[config.mk]
export PLATFORM = sky130hd
export DESIGN_NAME = map_table
export DESIGN_NICKNAME = d
export VERILOG_FILES = /design/src/rtl/map_table.sv
export SDC_FILE = /design/constraint.sdc
export NUM_CORES = 1
export LEC_CHECK = 0
export ABC_AREA = 0
export CORE_MARGIN = 5
export CORE_UTILIZATION = 35
export DETAILED_ROUTE_END_ITERATION = 8
export GPL_ROUTABILITY_DRIVEN = 0
export PLACE_DENSITY = 0.7
export REMOVE_ABC_BUFFERS = 1
export SYNTH_ARGS = -nofsm -noshare
export SYNTH_HDL_FRONTEND = slang
export SYNTH_SLANG_ARGS = --single-unit
[constraint.sdc]
create_clock -name clk -period 4.8 [get_ports clk]
set_clock_uncertainty 0.1 [all_clocks]
set_input_delay 0.72 -clock clk [delete_from_list [all_inputs] [get_ports clk]]
set_output_delay 0.72 -clock clk [all_outputs]
set_load 0.05 [all_outputs]
[src/rtl/map_table.sv]
// ---------------------------------------------------------------------------
// map_table
//   Register alias table for an out-of-order core. Each architectural
//   register owns one entry {rdy, tag}. The tag is the physical register that
//   currently holds the value. The rdy bit is set once that physical register
//   has been written back on the CDB.
//
// Ports
//   clk, rst             : clock; synchronous active-high reset
//   rename_vld_i         : dispatch renames dest_idx_i to new_tag_i this cycle
//   dest_idx_i           : architectural destination being renamed
//   new_tag_i            : physical tag taken from the free list
//   src1_idx_i/src2_idx_i: architectural sources to look up
//   src1_tag_o/src2_tag_o: current physical mapping of each source
//   src1_rdy_o/src2_rdy_o: source value available (includes same-cycle CDB hit)
//   old_tag_o            : previous mapping of dest_idx_i, released at retire
//   cdb_vld_i, cdb_tag_i : completion broadcast
//   br_state_i           : branch resolution; `BR_PR_WRONG restores a snapshot
//   rc_mt_all_data_i     : snapshot image from the branch stack
//   bak_mp_next_data_o   : image the table will hold after this edge, used as
//                          the checkpoint for a branch dispatched this cycle
//
// Image packing: entry i occupies bits [i*(PRF_IDX_W+1) +: PRF_IDX_W+1].
// ---------------------------------------------------------------------------
`ifndef BR_PR_WRONG
`define BR_PR_WRONG 2'b11
`endif

module map_table #(
    parameter int MT_NUM     = 32,
    parameter int PRF_IDX_W  = 6,
    parameter int BR_STATE_W = 2
) (
    input  logic                                clk,
    input  logic                                rst,
    input  logic                                rename_vld_i,
    input  logic [$clog2(MT_NUM)-1:0]           dest_idx_i,
    input  logic [PRF_IDX_W-1:0]                new_tag_i,
    input  logic [$clog2(MT_NUM)-1:0]           src1_idx_i,
    input  logic [$clog2(MT_NUM)-1:0]           src2_idx_i,
    output logic [PRF_IDX_W-1:0]                src1_tag_o,
    output logic [PRF_IDX_W-1:0]                src2_tag_o,
    output logic                                src1_rdy_o,
    output logic                                src2_rdy_o,
    output logic [PRF_IDX_W-1:0]                old_tag_o,
    input  logic                                cdb_vld_i,
    input  logic [PRF_IDX_W-1:0]                cdb_tag_i,
    input  logic [BR_STATE_W-1:0]               br_state_i,
    input  logic [MT_NUM*(PRF_IDX_W+1)-1:0]     rc_mt_all_data_i,
    output logic [MT_NUM*(PRF_IDX_W+1)-1:0]     bak_mp_next_data_o
);

    localparam int IDX_W = $clog2(MT_NUM);
    localparam int ENT_W = PRF_IDX_W + 1;

    logic [ENT_W-1:0] table_q [MT_NUM];
    logic [ENT_W-1:0] table_d [MT_NUM];   // next table ignoring reset
    logic             mispredict;

    logic [ENT_W-1:0] src1_ent;
    logic [ENT_W-1:0] src2_ent;
    logic [ENT_W-1:0] old_ent;
    logic             src1_ok;
    logic             src2_ok;
    logic             dest_ok;

    // Only matters when MT_NUM is not a power of two.
    function automatic logic idx_ok(input logic [IDX_W-1:0] idx);
        return ({1'b0, idx} < (IDX_W+1)'(MT_NUM));
    endfunction

    // Identity mapping, ready: architectural register i lives in physical i.
    function automatic logic [ENT_W-1:0] reset_ent(input int i);
        return {1'b1, PRF_IDX_W'(i)};
    endfunction

    // Entry is ready if already marked, or its producer is on the CDB now.
    function automatic logic fwd_rdy(input logic [ENT_W-1:0] ent,
                                     input logic             vld,
                                     input logic [PRF_IDX_W-1:0] tag);
        return ent[PRF_IDX_W] | (vld && (ent[PRF_IDX_W-1:0] == tag));
    endfunction

    assign mispredict = (br_state_i == BR_STATE_W'(`BR_PR_WRONG));

    assign src1_ok = idx_ok(src1_idx_i);
    assign src2_ok = idx_ok(src2_idx_i);
    assign dest_ok = idx_ok(dest_idx_i);

    // Reads come from the registered table, so a source that matches this
    // cycle's destination still sees the pre-rename mapping.
    assign src1_ent = src1_ok ? table_q[src1_idx_i] : '0;
    assign src2_ent = src2_ok ? table_q[src2_idx_i] : '0;
    assign old_ent  = dest_ok ? table_q[dest_idx_i] : '0;

    assign src1_tag_o = src1_ent[PRF_IDX_W-1:0];
    assign src2_tag_o = src2_ent[PRF_IDX_W-1:0];
    assign old_tag_o  = old_ent[PRF_IDX_W-1:0];
    assign src1_rdy_o = src1_ok && fwd_rdy(src1_ent, cdb_vld_i, cdb_tag_i);
    assign src2_rdy_o = src2_ok && fwd_rdy(src2_ent, cdb_vld_i, cdb_tag_i);

    // Next-state table. On a mispredict the snapshot replaces the table but
    // the CDB still marks loaded entries ready; otherwise the snapshot is
    // unused. The rename is applied last so it overrides a CDB hit on the
    // same entry, and it is dropped entirely on a mispredict.
    always_comb begin
        for (int i = 0; i < MT_NUM; i++) begin
            table_d[i] = mispredict ? rc_mt_all_data_i[i*ENT_W +: ENT_W]
                                    : table_q[i];
            if (cdb_vld_i && (table_d[i][PRF_IDX_W-1:0] == cdb_tag_i)) begin
                table_d[i][PRF_IDX_W] = 1'b1;
            end
            if (!mispredict && rename_vld_i && dest_ok &&
                (dest_idx_i == IDX_W'(i))) begin
                table_d[i] = {1'b0, new_tag_i};
            end
        end
    end

    // Checkpoint image must match what the register will load, reset included.
    always_comb begin
        bak_mp_next_data_o = '0;
        for (int i = 0; i < MT_NUM; i++) begin
            bak_mp_next_data_o[i*ENT_W +: ENT_W] = rst ? reset_ent(i) : table_d[i];
        end
    end

    always_ff @(posedge clk) begin
        for (int i = 0; i < MT_NUM; i++) begin
            if (rst) begin
                table_q[i] <= reset_ent(i);
            end else begin
                table_q[i] <= table_d[i];
            end
        end
    end

endmodule

# --- Yosys cells after proc, flatten, opt, wreduce, memory -nomap -nowiden ---
# Memory sizes are Yosys's and may differ from the RTL's.
# Cells that the tools add are included.
op_classes:
  eq_ne: 66
  mux: 163
  bitwise: 34
  reduce_logical: 69
op_table:
  columns: ["cell", "count"]
  rows:
  - ["7-bit two-way mux", 128]
  - ["6-bit == test", 34]
  - ["5-bit == test (second input constant)", 16]
  - ["1-bit logical AND", 67]
  - ["5-bit by 4-bit == test with 1-bit output (second input constant)", 8]
  - ["1-bit two-way mux", 35]
  - ["1-bit OR", 34]
  - ["5-bit by 3-bit == test with 1-bit output (second input constant)", 4]
  - ["5-bit by 2-bit == test with 1-bit output (second input constant)", 2]
  - ["5-bit by 1-bit == test with 1-bit output (second input constant)", 1]
  - ["5-bit logical NOT", 1]
  - ["2-bit == test (second input constant)", 1]
  - ["1-bit logical NOT", 1]
word_totals:
  regBits: 0
  mem_bits_rw: 224
  out_inout_bits: 244
  word_cells: 333
  n_memories: 1
mem_list:
  columns: ["name", "depth", "width", "rd", "rd_ports_with_merged_regs", "write_ports", "line_no", "source"]
  rows:
  - ["table_q", 32, 7, 35, 0, 32, "56", "logic [ENT_W-1:0] table_q [MT_NUM];"]

# --- Logic depth before layout (Yosys ltp) ---
# Gate-level depths: netlist of the first run.
depth:
  ltp_word: 7
  depth_mapped: 11

# --- Worst setup path after synthesis of the first run ---
# Ideal clock, no wire load.
synth_path:
  path_type: "input port to output port"
  startpoint: "input src1_idx_i[1]"
  endpoint: "output src1_rdy_o"
  arrival_ns: 4.253
  slack_ns: -0.273
  cell_stages: 8
  n_path_buf: 2
  path_cell_list: "buf_2 > clkbuf_1 > mux4_2 > a32oi_1 > nand4_1 > xnor2_1 > o211ai_1 > o31ai_1"
synth_via:
  elab_chain_cells: 4
synth_lines:
  columns: ["element", "line_no", "source"]
  rows:
  - ["start, declared", "39", "input logic [$clog2(MT_NUM)-1:0] src1_idx_i,"]
  - ["memory read 32 x 7 bit", null, null]
  - ["named net src1_tag_o[1]", "41", "output logic [PRF_IDX_W-1:0] src1_tag_o,"]
  - ["6-bit == test", "81", "return ent[PRF_IDX_W] | (vld && (ent[PRF_IDX_W-1:0] == tag));"]
  - ["1-bit logical AND", "81", null]
  - ["1-bit OR", "81", null]
  - ["end, declared", "43", "output logic src1_rdy_o,"]
# The timed path passes the listed nets, and every way through them passes these cells.

# --- Final worst setup path of the first run ---
layout_path:
  startpoint: "input src1_idx_i[0]"
  endpoint: "output src1_rdy_o"
layout_via:
  elab_chain_cells: 4
layout_lines:
  columns: ["element", "line_no"]
  rows:
  - ["memory read 32 x 7 bit (*)", null]
  - ["6-bit == test", "81"]
  - ["1-bit logical AND", "81"]
  - ["1-bit OR (*)", "81"]
# Mark *: on every way between the ends. The rest lies on a longest branch, timed or not.

==> run metrics, run 1 <==
Synth area leader=dfxtp_1; CTS tree=yes; GRT Util Overall=0.3181; most numerous cell in the Yosys netlist=mux2i_1; Critical Path RT=~4000 ps; DRC errors left=0; Final Instance Area=between 20000 and 30000 sq um; Top Family by Delay on Critical Path=multiplexers; Max rail drop VDD=around 0.00024 V; Routed Antenna Nets=0; Syn Area/Cell=approximately 9.5 sq um; top post-synthesis cells by count=mux2i_1, dfxtp_1, nor2_1; Via Count=19090; 1st-pass router iterations=6; power share of the clock group=0.319; Mapped Cells=roughly 1900; RR Startpoint=table_q[21][3]$_DFF_P_; ratio of cells with drive above 1 in the final layout=0.2438; Area Overhead vs Synth=50.68%; min Tclk post-route=4648 ps; hold crit path type=in -> reg; Resized Gates After CTS=0; FFs w/ async S/R, synth=0; Ports=501; Hold Path Origin=rst; initial antenna violation count=8; Leakage Power=approximately 10 nW; clk slew on worst S/H paths=about 60 ps; minimum hold slack=about 570 ps; Yosys cell types=58; Logic pwr share=0.372; R2R Setup Slk=~3000 ps; slowest cell on the critical path=o31ai_1; Critical Path Source Type=primary input; top post-synthesis cells by area=dfxtp_1, mux4_2, mux2i_1; WHS Path Cells=2; max FFs per register=~220; PortBufs=500; synthesized area=17850 sq um; Main synth FF type=dfxtp_1; 1st-iter DRT viols=between 2000 and 3000; floorplan die area=55610 sq um; RSZ-0062 raised after global routing=no; Nets=2600; worst-path fanout max=33; number of max-cap violations=0; Post-CTS Hold Fix Bufs=0; Max clock buf depth=3; die width=between 200 and 250 microns; Hold Crit Endpoint=table_q[26][6]$_DFF_P_; Clock Latency Late Sink=570 ps; drt wl/cell=a little over 30 microns; placed cell areas=25930 sq um; Cell Rows=82; CP peak stage delay=a little under 700 ps; Initial Utilization=0.3550; most frequent CP cell=buf_12; Buf+Inv Stages, Crit Path=3; cts bufs inserted=27; Final Hold Fails=0; share of the synthesized area in the top cell type=0.2512; utilization after layout=0.5349; H-Tree Depth=1; vias per inst=around 6.3; Tcrit/Tclk final=0.9684; Post-synth EDFFs=0; worst slew pin tran=between 900 and 1000 ps; R2R cell count=4; Crit. End Element=output pin; crit path cell chain=buf_2 -> buf_12 -> mux4_2 -> mux2i_1 -> nand3_1 -> and4_1 -> xnor2_1 -> nand4_1 -> o31ai_1 -> buf_12; largest register by flop count=table_q; clock root cell=clkbuf_16; core area=roughly 50000 sq um; pins over their slew limit=0; Stages on worst setup path=10; first-pass GRT wire length=approximately 130 mm; switching pwr=roughly 0.0025 W; Critical Path AT=between 3000 and 4000 ps; pwr dens=between 200 and 300 nW/um^2; placed wire-length estimate=71.92 mm; final wirelength=between 90 and 100 mm; flops & latches, synth=between 200 and 250; post-synthesis sequential area ratio=0.2512; Die Y=between 200 and 250 microns; Slew HR=0.3906; r2r endpoint=table_q[21][6]$_DFF_P_; largest net degree at the start of global routing=110; status=finished clean; Post-CTS Setup Repair Bufs=0; Crit Path Class=in -> out; Pint=0.004460 W; CTS sink count=224; grt ovf=0; Sw Share=0.3586; final setup vio count=0; largest registers=table_q: 224 flops; max frequency=0.2151 GHz; Flop pwr share=0.309; synth warn=0; vias in the first global route=about 19000
power groups by stage:
stage                     clock (W)  combinational [W]  sequential, W
after floorplan                   0            0.00133        0.00207
after global placement            0            0.00252        0.00217
after detailed placement          0            0.00254        0.00217
after CTS                   0.00224            0.00256        0.00213
after global routing        0.00232            0.00268        0.00215
final                       0.00222            0.00259        0.00215
layer usage:
metal	GRT usage	up-vias	part of all wire
li1	-	7904	-
met1	0.4038	9169	0.37
met2	0.4962	1656	0.45
met3	0.09497	352	0.12
met4	0.1538	6	0.062
met5	0	-	0.00046
stage by stage:
step            TNS, ps  worst slack, ps  total power, W  instances
2_1_floorplan  -1391210            -4422        0.003395       1695
3_3_place_gp          0            217.5        0.004687       2986
3_5_place_dp          0            172.2        0.004714       2986
4_1_cts               0            170.0        0.006933       3035
5_1_grt               0            73.06        0.007136       3039
6_report              0            151.6        0.006953       3042
cell usage in the layout (no fill, tap or decap), drive strengths merged, types with 5 or more instances in the layout:
cell type	n
buf	368
mux2i	279
clkdlybuf4s50	251
dfxtp	224
nor2	170
mux4	143
nand2	137
xor2	126
a211oi	118
o21ai	91
nand2b	85
xnor2	78
clkbuf	42
nand4	41
a21o	32
nand3	30
nor2b	17
o22ai	15
mux2	14
o41ai	14
a22oi	13
inv	8
diode	7
a21oi	6
a31oi	5
o211ai	5
and2	5
worst max path at each step:
stage,from,end
after floorplan,br_state_i[1],bak_mp_next_data_o[0]
after global placement,src2_idx_i[2],src2_rdy_o
after detailed placement,src2_idx_i[2],src2_rdy_o
after CTS,src2_idx_i[2],src2_rdy_o
after global routing,src1_idx_i[0],src1_rdy_o
final,src1_idx_i[0],src1_rdy_o
final cells by class:
class / count / area (sq um)
clock buffers: 42 / 822.0
fillers: 4333 / 23380
multi-input cells: 1464 / 12550
inverters: 7 / 26.28
diodes: 7 / 17.52
well taps: 672 / 840.8
clock inverters: 7 / 113.9
flip-flops and latches: 224 / 4484
repair buffers: 619 / 8036
cell families (layout without fill, tap and decap cells):
family	Yosys count	after routing	synth area share
simple gates	501	501	0.1315
xor+xnor	204	204	0.1005
other cells	0	7	0
buf+inv	196	675	0.04669
compound gates	323	323	0.1241
flops	224	224	0.2512
mux	436	436	0.3460
(Power assumes the default switching activity.)
==> run 2, diff against run 1 <==
--- a/config.mk
+++ b/config.mk
@@ -6,6 +6,7 @@
 export NUM_CORES = 1
 export LEC_CHECK = 0
 export ABC_AREA = 0
+export CAP_MARGIN = 10
 export CORE_MARGIN = 5
 export CORE_UTILIZATION = 35
 export DETAILED_ROUTE_END_ITERATION = 8
==> results of run 2 <==
Same layout as run 1: the final DEF is identical, and so are final timing and power.
==> run 3, diff against run 2 <==
--- a/config.mk
+++ b/config.mk
@@ -10,8 +10,9 @@
 export CORE_MARGIN = 5
 export CORE_UTILIZATION = 35
 export DETAILED_ROUTE_END_ITERATION = 8
+export DONT_BUFFER_PORTS = 1
 export GPL_ROUTABILITY_DRIVEN = 0
-export PLACE_DENSITY = 0.7
+export PLACE_DENSITY = 0.57
 export REMOVE_ABC_BUFFERS = 1
 export SYNTH_ARGS = -nofsm -noshare
 export SYNTH_HDL_FRONTEND = slang
==> run 3 against run 2 <==
  * Die area unchanged
  * Worst hold slack got worse by 350 ps
  * Highest routed layer unchanged
  * Global-route usage decreased by 1.0 points
  * Utilization decreased by 12 points
  * Largest cell class unchanged
  * Final area decreased by 23%
  * Critical path type is now reg -> out
  * Combinational power decreased by 35%
  * Sequential power about the same
  * Sequential share of layout area increased by 5.1 points
  * Count of clock-buffer cells in the layout increased by 3
  * First-iteration DRC count decreased by 32%
  * Clock power increased by 3%
  * Critical path depth decreased by 2
==> run metrics, run 3 (synthesis results as in run 1) <==
Tcrit/Tclk final=0.8906 (-0.07782); minimum hold slack=216.5 ps (-349.7 ps); worst-path fanout max=4 (-88%); ratio of cells with drive above 1 in the final layout=0.2483 (+0.004529); Area Overhead vs Synth=15.51%; core area=50270 sq um (unchanged); H-Tree Depth=1 (unchanged); Slew HR=0.3857 (-0.004884); crit path cell chain=mux4_1 -> o211a_1 -> a31o_1 -> or4_4 -> xnor2_2 -> nand4_1 -> o41ai_4 -> buf_4; max frequency=0.2339 GHz (+8.7%); die width=235.8 microns (unchanged); Via Count=16550 (-13%); Nets=2132 (-18%); pins over their slew limit=0 (unchanged); Initial Utilization=0.3550 (unchanged); 1st-iter DRT viols=1942 (-32%); Cell Rows=82 (unchanged); number of max-cap violations=0 (unchanged); largest net degree at the start of global routing=225 (+100%); Routed Antenna Nets=0 (unchanged); Final Hold Fails=0 (unchanged); DRC errors left=0 (unchanged); Post-CTS Setup Repair Bufs=0 (unchanged); grt ovf=0 (unchanged); largest register by flop count=table_q; floorplan die area=55610 sq um (unchanged); 1st-pass router iterations=5 (-1); vias in the first global route=16810 (-12%); CTS sink count=224 (unchanged); final setup vio count=0 (unchanged); PortBufs=0 (-100%); min Tclk post-route=4275 ps (-373.5 ps); max FFs per register=224 (unchanged); Inst Count DP=2517 (-16%); Final Instance Area=20620 sq um (-23%); Die Y=235.8 microns (unchanged); fillers=4973 (+15%); commonest non-fill, non-tap cell in the layout=mux2i_1; most frequent cells in the layout=mux2i_1, dfxtp_1, nor2_1; Clock Latency Late Sink=580 ps (about the same); CP peak stage delay=660 ps (-20 ps); Ports=501 (unchanged); worst slew pin tran=919.7 ps (+5.640 ps); register area=4484 sq um (unchanged); Multi-input gate area=13120 sq um (+4.5%); drt wl/cell=35.45 microns (+14%); Resized Gates After CTS=0 (unchanged); post-route insts no fill=2570 (-16%); placed wire-length estimate=66.02 mm (-8.2%); RSZ-0062 raised after global routing=no; Post-CTS Hold Fix Bufs=0 (unchanged); Leakage Power=7.660 nW (-27%); Critical Path AT=3450 ps (-380 ps); Max rail drop VDD=0.0003589 V (+48%); clk slew on worst S/H paths=60 ps (about the same); first-pass GRT wire length=126.2 mm (-5.6%); initial antenna violation count=3 (-5); placed cell areas=19650 sq um (-24%); hold crit path type=in -> reg; vias per inst=6.441 (+2.7%); Crit. End Element=output pin; Critical Path RT=3980 ps (about the same); slowest cell on the critical path=or4_4; Critical Path Source Type=register; GRT Util Overall=0.3081 (-0.01001); pwr dens=296.6 nW/um^2 (+15%); cts bufs inserted=28 (+3.7%); status=finished clean; largest registers=table_q: 224 flops; Max clock buf depth=3 (unchanged); clock root cell=clkbuf_16; final wirelength=91.11 mm (-3.3%); Crit Path Class=reg -> out; CTS tree=yes
run 3: changes by cell type in the layout (fill, tap and decap cells not counted), sizes merged:
| cell | delta |
|---|---|
| diode | -6 |
| clkbuf | +3 |
| clkdlybuf4s50 | -251 |
| buf | -218 |
run 3: area by class of cell:
| cell class | instances | area share |
|---|---|---|
| Inverter | 7 | 0.001274 |
| Timing Repair Buffer | 150 | 0.05705 |
| Tap cell | 672 | 0.04078 |
| Antenna cell | 1 | 0.0001214 |
| Clock buffer | 45 | 0.04151 |
| Clock inverter | 7 | 0.005522 |
| Sequential cell | 224 | 0.2175 |
| Multi-Input combinational cell | 1464 | 0.6362 |
run 3: metrics by stage:
stage | total power, W | TNS (ps) | utilization | setup WS, ps
2_1_floorplan | 0.003395 | -1391210 | - | -4422
3_3_place_gp | 0.003827 | 0 | 0.3908 | 778.1
3_5_place_dp | 0.003846 | 0 | 0.3908 | 780.2
4_1_cts | 0.006126 | 0 | 0.4101 | 547.8
5_1_grt | 0.006301 | 0 | 0.4101 | 452.2
6_report | 0.006114 | 0 | 0.4101 | 525.1
run 3: metal layers:
layer  track usage  share of wire  up-vias
met5             0        0.00043        -
met4        0.1198          0.048        4
met3       0.09835           0.11      230
met2        0.5038           0.46     1087
met1        0.3798           0.38     8282
li1              -              -     6950
run 3: critical path, delay by kind of cell, from the launching register on:
family / cells / cell delay, ps
flops: 1 / 420
mux: 1 / 580
xor+xnor: 1 / 170
compound gates: 3 / 650
buf+inv: 1 / 240
simple gates: 2 / 810
run 3: path summary, 6_finish.rpt:
kind	startpoint	slack, ps	cells past startpoint	end
worst max-delay path	table_q[21][3]$_DFF_P_	530	8	src2_rdy_o
worst max register to register	table_q[10][0]$_DFF_P_	2700	5	table_q[10][6]$_DFF_P_
worst min-delay path	rst	220	1	table_q[23][3]$_DFF_P_
worst min register to register	table_q[23][5]$_DFF_P_	650	2	table_q[23][5]$_DFF_P_
run 3: power breakdown:
group / switching [W] / leakage [nW] / total, W / internal, W
Clock: 0.000911 / 0.477 / 0.00228 / 0.00137
Sequential: 0.000175 / 1.84 / 0.00214 / 0.00196
Combinational: 0.00105 / 5.34 / 0.00169 / 0.000643
